## src/rtl/pc_pkg.sv

```systemverilog
// Shared types and constants for the program-counter generator.
package pc_pkg;

    typedef enum logic [1:0] {
        PC_BOOT,
        PC_RUN,
        PC_HALT
    } pc_state_t;

    localparam logic [31:0] PC_RESET_VEC_DEF = 32'h0000_0000;
    localparam logic [31:0] PC_TRAP_VEC_DEF  = 32'h0000_0100;

    // STEP is a power of two, so STEP-1 covers exactly the low log2(STEP) bits.
    function automatic logic [63:0] pc_align_mask(input int unsigned step);
        return 64'(step) - 64'd1;
    endfunction

endpackage

```

## src/rtl/pc_ctrl_fsm.sv

```systemverilog
// BOOT/RUN/HALT sequencer with post-reset boot delay and registered handshake flags.
module pc_ctrl_fsm
    import pc_pkg::*;
#(
    parameter int unsigned BOOT_CYCLES = 1
) (
    input  logic      clk_i,
    input  logic      rst_i,
    input  logic      halt_req_i,
    output pc_state_t state_o,
    output logic      pc_valid_o,
    output logic      halted_o
);

    localparam int unsigned BootW = (BOOT_CYCLES > 1) ? $clog2(BOOT_CYCLES) : 1;
    localparam logic [BootW-1:0] BootLast = BootW'((BOOT_CYCLES == 0) ? 0 : BOOT_CYCLES - 1);

    pc_state_t        state_q;
    logic [BootW-1:0] boot_cnt_q;
    logic             pc_valid_q;
    logic             halted_q;

    always_ff @(posedge clk_i) begin
        if (rst_i) begin
            state_q    <= PC_BOOT;
            boot_cnt_q <= '0;
            pc_valid_q <= 1'b0;
            halted_q   <= 1'b0;
        end else begin
            unique case (state_q)
                PC_BOOT: begin
                    // BOOT_CYCLES of 0 and 1 both leave on the first edge with rst low.
                    if (boot_cnt_q >= BootLast) begin
                        state_q    <= PC_RUN;
                        pc_valid_q <= 1'b1;
                    end else begin
                        boot_cnt_q <= boot_cnt_q + BootW'(1);
                    end
                end
                PC_RUN: begin
                    if (halt_req_i) begin
                        state_q    <= PC_HALT;
                        pc_valid_q <= 1'b0;
                        halted_q   <= 1'b1;
                    end
                end
                PC_HALT: begin
                    if (!halt_req_i) begin
                        state_q    <= PC_RUN;
                        pc_valid_q <= 1'b1;
                        halted_q   <= 1'b0;
                    end
                end
                default: begin
                    state_q    <= PC_BOOT;
                    boot_cnt_q <= '0;
                    pc_valid_q <= 1'b0;
                    halted_q   <= 1'b0;
                end
            endcase
        end
    end

    assign state_o    = state_q;
    assign pc_valid_o = pc_valid_q;
    assign halted_o   = halted_q;

endmodule

```

## src/rtl/pc_gen.sv

```systemverilog
// Fetch-stage PC generator: trap/redirect/increment mux, alignment flag and fetch counter.
module pc_gen
    import pc_pkg::*;
#(
    parameter int unsigned        XLEN        = 32,
    parameter logic [XLEN-1:0]    RESET_VEC   = XLEN'(PC_RESET_VEC_DEF),
    parameter logic [XLEN-1:0]    TRAP_VEC    = XLEN'(PC_TRAP_VEC_DEF),
    parameter int unsigned        STEP        = 4,
    parameter int unsigned        BOOT_CYCLES = 1,
    parameter int unsigned        CNT_W       = 16
) (
    input  logic             clk_i,
    input  logic             rst_i,
    input  logic             redirect_valid_i,
    input  logic [XLEN-1:0]  redirect_target_i,
    input  logic             trap_valid_i,
    input  logic             halt_req_i,
    input  logic             pc_ready_i,
    output logic [XLEN-1:0]  pc_out_o,
    output logic [XLEN-1:0]  pc_next_seq_o,
    output logic             pc_valid_o,
    output logic             misaligned_o,
    output logic             halted_o,
    output logic [CNT_W-1:0] fetch_count_o
);

    localparam logic [XLEN-1:0] AlignMask = XLEN'(pc_align_mask(STEP));
    localparam logic [XLEN-1:0] StepInc   = XLEN'(STEP);

    pc_state_t        state;
    logic             pc_valid;
    logic [XLEN-1:0]  pc_q, pc_d;
    logic [CNT_W-1:0] cnt_q, cnt_d;
    logic             mis_q, mis_d;

    pc_ctrl_fsm #(
        .BOOT_CYCLES (BOOT_CYCLES)
    ) u_ctrl (
        .clk_i      (clk_i),
        .rst_i      (rst_i),
        .halt_req_i (halt_req_i),
        .state_o    (state),
        .pc_valid_o (pc_valid),
        .halted_o   (halted_o)
    );

    // Trap/redirect squash any handshake in the same cycle, even under back-pressure.
    always_comb begin
        pc_d  = pc_q;
        cnt_d = cnt_q;
        mis_d = 1'b0;
        if (state != PC_BOOT) begin
            if (trap_valid_i) begin
                pc_d = TRAP_VEC;
            end else if (redirect_valid_i) begin
                pc_d  = redirect_target_i & ~AlignMask;
                mis_d = |(redirect_target_i & AlignMask);
            end else if (pc_valid && pc_ready_i) begin
                pc_d  = pc_q + StepInc;
                cnt_d = cnt_q + CNT_W'(1);
            end
        end
    end

    always_ff @(posedge clk_i) begin
        if (rst_i) begin
            pc_q  <= RESET_VEC;
            cnt_q <= '0;
            mis_q <= 1'b0;
        end else begin
            pc_q  <= pc_d;
            cnt_q <= cnt_d;
            mis_q <= mis_d;
        end
    end

    assign pc_out_o      = pc_q;
    assign pc_next_seq_o = pc_q + StepInc;
    assign pc_valid_o    = pc_valid;
    assign misaligned_o  = mis_q;
    assign fetch_count_o = cnt_q;

endmodule

```

## config.mk

```make
export PLATFORM = sky130hd
export DESIGN_NAME = pc_gen
export DESIGN_NICKNAME = d
export VERILOG_FILES = /design/src/rtl/pc_pkg.sv /design/src/rtl/pc_ctrl_fsm.sv /design/src/rtl/pc_gen.sv
export SDC_FILE = /design/constraint.sdc
export NUM_CORES = 1
export LEC_CHECK = 0
export CORE_ASPECT_RATIO = 1.2
export CORE_UTILIZATION = 44
export CTS_CLUSTER_SIZE = 14
export DETAILED_ROUTE_END_ITERATION = 6
export HOLD_SLACK_MARGIN = 0.1
export PLACE_DENSITY = 0.82
export SYNTH_ARGS = -nofsm -noshare
export SYNTH_HDL_FRONTEND = slang
export SYNTH_SLANG_ARGS = --single-unit
```

## constraint.sdc

```tcl
create_clock -name clk_i -period 2.6 [get_ports clk_i]
set_clock_uncertainty 0.05 [all_clocks]
set_input_delay 0.52 -clock clk_i [delete_from_list [all_inputs] [get_ports clk_i]]
set_output_delay 0.52 -clock clk_i [all_outputs]
set_load 0.005 [all_outputs]
```

==> flow_metrics.env <==
export IMPL_worst_hold_slack_ns=0.416
export IMPL_start_util=0.459
export IMPL_holdCritPathClass="flip-flop to flip-flop"
export IMPL_gp_congestion=0.852
export IMPL_mostFrequentLayoutCell="clkdlybuf4s50_1"
export IMPL_ios=121
export IMPL_synth_area_top_cells="dfxtp_1, xnor2_1, nor2_1"
export IMPL_dp_cells=586
export IMPL_crit_chain="nand4_4 -> nor4_4 -> buf_4 -> buf_4 -> nand4_1 -> xnor2_2 -> dlygate4sd2_1"
export IMPL_vias=3617
export IMPL_crit_top_cell="buf_4"
export IMPL_antenna_found_initial=0
export IMPL_clk_path_buf_depth=2
export IMPL_regArea_um2=1050
export IMPL_r2r_start="pc_out_o[3]"
export IMPL_async_reset_ff_frac=0
export IMPL_cp_startpoint="pc_out_o[13]"
export IMPL_drt_iter0_drc=241
export IMPL_dieHeight_um=92.1
export IMPL_cts_tree="yes"
export IMPL_grt_total_usage=0.281
export IMPL_fmax_ghz=0.374
export IMPL_clock_latency_ns=0.31
export IMPL_synth_area_um2=2980
export IMPL_syn_to_final_growth_pct=66.2
export IMPL_rsz0062_at_grt="true"
export IMPL_synth_seq_cells=51
export IMPL_syn_inst=361
export IMPL_setup_viol=7
export IMPL_vias_per_cell=5.84
export IMPL_outcome="complete, but fails checks"
export IMPL_root_buffer="clkbuf_8"
export IMPL_gr_total_overflow=0
export IMPL_syn_area_per_cell_um2=8.25
export IMPL_multi_input_area_um2=1980
export IMPL_seq_area_frac_synth=0.343
export IMPL_wire_per_inst_um=17.3
export IMPL_ys_warn_count=0
export IMPL_nFillCells=457
export IMPL_clkTransAtPathRegs_ns=0.10
export IMPL_post_route_period_util=1.03
export IMPL_hold_violations=0
export IMPL_synth_distinct_cells=55
export IMPL_violations="setup timing"
export IMPL_drt_drc_violations_left=0
export IMPL_final_cell_count_no_fill=619
export IMPL_crit_required_ns=2.03
export IMPL_irDropWorstVdd_uv=233
export IMPL_drt_total_wl_um=10700
export IMPL_cts_made_buffers=5
export IMPL_hp_start="u_ctrl.halted_o"
export IMPL_synth_edff_count=0
export IMPL_layout_drive_gt1_share=0.270
export IMPL_post_route_min_period_ns=2.68
export IMPL_layout_setup_ws_ns=-0.0753
export IMPL_diodes=0
export IMPL_worst_path_stages=7
export IMPL_die_w_um=77.1
export IMPL_grt_pass1_wl_um=16000
export IMPL_std_cell_rows=32
export IMPL_reg2reg_to="pc_out_o[30]"
export IMPL_drv_cap=0
export IMPL_arrival_ns=2.11
export IMPL_cp_buffers_inverters=3
export IMPL_fin_util=0.763
export IMPL_worstHoldEndpoint="u_ctrl.halted_o"
export IMPL_drv_slew=0
export IMPL_whs_path_depth=2
export IMPL_final_nets=573
export IMPL_crit_family="simple AND/OR/NAND/NOR gates"
export IMPL_reg2reg_slack_ns=0.56
export IMPL_cp_slowest_stage_delay_ns=0.38
export IMPL_core_area_um2=6490
export IMPL_cts_sinks=51
export IMPL_dr_pass1_iters=6
export IMPL_yosys_area_top_type="dfxtp_1"
export IMPL_grt_max_degree=17
export IMPL_reg2reg_depth=10
export IMPL_end_kind="output port"
export IMPL_die_area_um2=7100
export IMPL_cp_slowest_cell="dfxtp_2"
export IMPL_worstSetupStartpointType="flip-flop"
export IMPL_grt_pass1_vias=3319
export IMPL_dp_hpwl_um=6950
export IMPL_worstSetupPathType="flip-flop to output port"
export IMPL_powerDensity_nw_per_um2=341
export IMPL_pre_cts_ws_ns=0.0122
export IMPL_ant_nets=0
export IMPL_htree_levels=2
export IMPL_io_buffers=116
export IMPL_ys_flop_type="dfxtp_1"
export IMPL_synth_top_area_frac=0.343
export IMPL_p_leak_nw=2.12
export IMPL_cp_max_fo=5
export IMPL_final_cell_mix="clkdlybuf4s50_1, buf_4, dfxtp_1"
routing by layer:
layer / wire length, µm / GRT usage / vias up / share of wire
li1: - / - / 1635 / -
met1: 3960 / 0.335 / 1718 / 0.37
met2: 5580 / 0.493 / 230 / 0.52
met3: 890 / 0.0468 / 34 / 0.083
met4: 289 / 0.123 / 0 / 0.027
met5: 0 / 0 / - / 0
kinds of logic after synthesis:
family | count (synthesis) | share of synthesized area
buffers and inverters | 37 | 0.0555
muxes | 5 | 0.0168
adders and majority gates | 3 | 0.0118
AOI/OAI and AO/OA | 77 | 0.185
xor gates and xnor gates | 41 | 0.131
and+or+nand+nor | 146 | 0.256
DFF | 51 | 0.343
other | 1 | 0.00126
registers in the layout, indices dropped and copies added (netlist names):
register,cells
u_ctrl.pc_valid_o,1
pc_out_o,30
u_ctrl.state_o,2
u_ctrl.halted_o,1
fetch_count_o,16
misaligned_o,1
report_power, final:
part / internal (mW) / switching (mW) / total (mW)
Sequential: 0.802 / 0.0326 / 0.835
Combinational: 0.193 / 0.152 / 0.344
Clock: 0.218 / 0.289 / 0.507
repair_timing:
action / 4_1_cts / 5_1_grt
pin swaps: 17 / 12
buffers inserted: 14 / 11
hold buffers: 0 / 0
endpoints found under the setup margin: 23 / 16
resized for setup: 59 / 29
synthesized netlist by cell type (3+ instances only):
cell / n
dfxtp_1: 51
nor2_1: 40
nand2_1: 33
nand3_1: 23
xnor2_1: 23
clkbuf_1: 16
a21oi_1: 14
xor2_1: 14
o21ai_0: 13
a22oi_1: 11
inv_1: 11
nor3_1: 11
nand4_1: 9
a31o_2: 8
and3_1: 6
mux2i_1: 5
a22o_1: 4
and4_1: 4
buf_4: 4
o31ai_1: 4
xnor2_2: 4
a221oi_1: 3
buf_2: 3
o21a_1: 3
or3_1: 3
metrics by stage:
step	total power [mW]	cell area, µm²	TNS, ns
final	1.69	4950	-0.221
after global routing	1.74	4950	-1.08
after CTS	1.67	4770	-0.0710
after detailed placement	1.18	4490	0
after global placement	1.17	4490	0
after floorplan	0.979	2990	0
worst reg2reg max path, stage by stage, from the launching register on:
cell     delay (ns)
dfxtp_4        0.39
ha_4           0.15
nand3_4        0.10
nor4_4         0.28
buf_4          0.16
buf_4          0.10
nand3_2        0.08
xnor2_2        0.16
buf_4          0.14
buf_4          0.12
a31o_2         0.22
worst max-delay path by stage:
stage and to:
3_5_place_dp pc_next_seq_o[12], 5_1_grt pc_next_seq_o[22], 2_1_floorplan pc_next_seq_o[31], 4_1_cts pc_next_seq_o[22], 6_report pc_next_seq_o[22], 3_3_place_gp pc_next_seq_o[30]
final cells by class:
class	instances	area share
Multi-Input combinational cell	276	0.401
Timing Repair Buffer	187	0.337
Sequential cell	51	0.212
Tap cell	85	0.0215
Clock buffer	6	0.0167
Inverter	12	0.00910
Clock inverter	2	0.00329
Note: power is estimated with default switching activity, not from simulation.
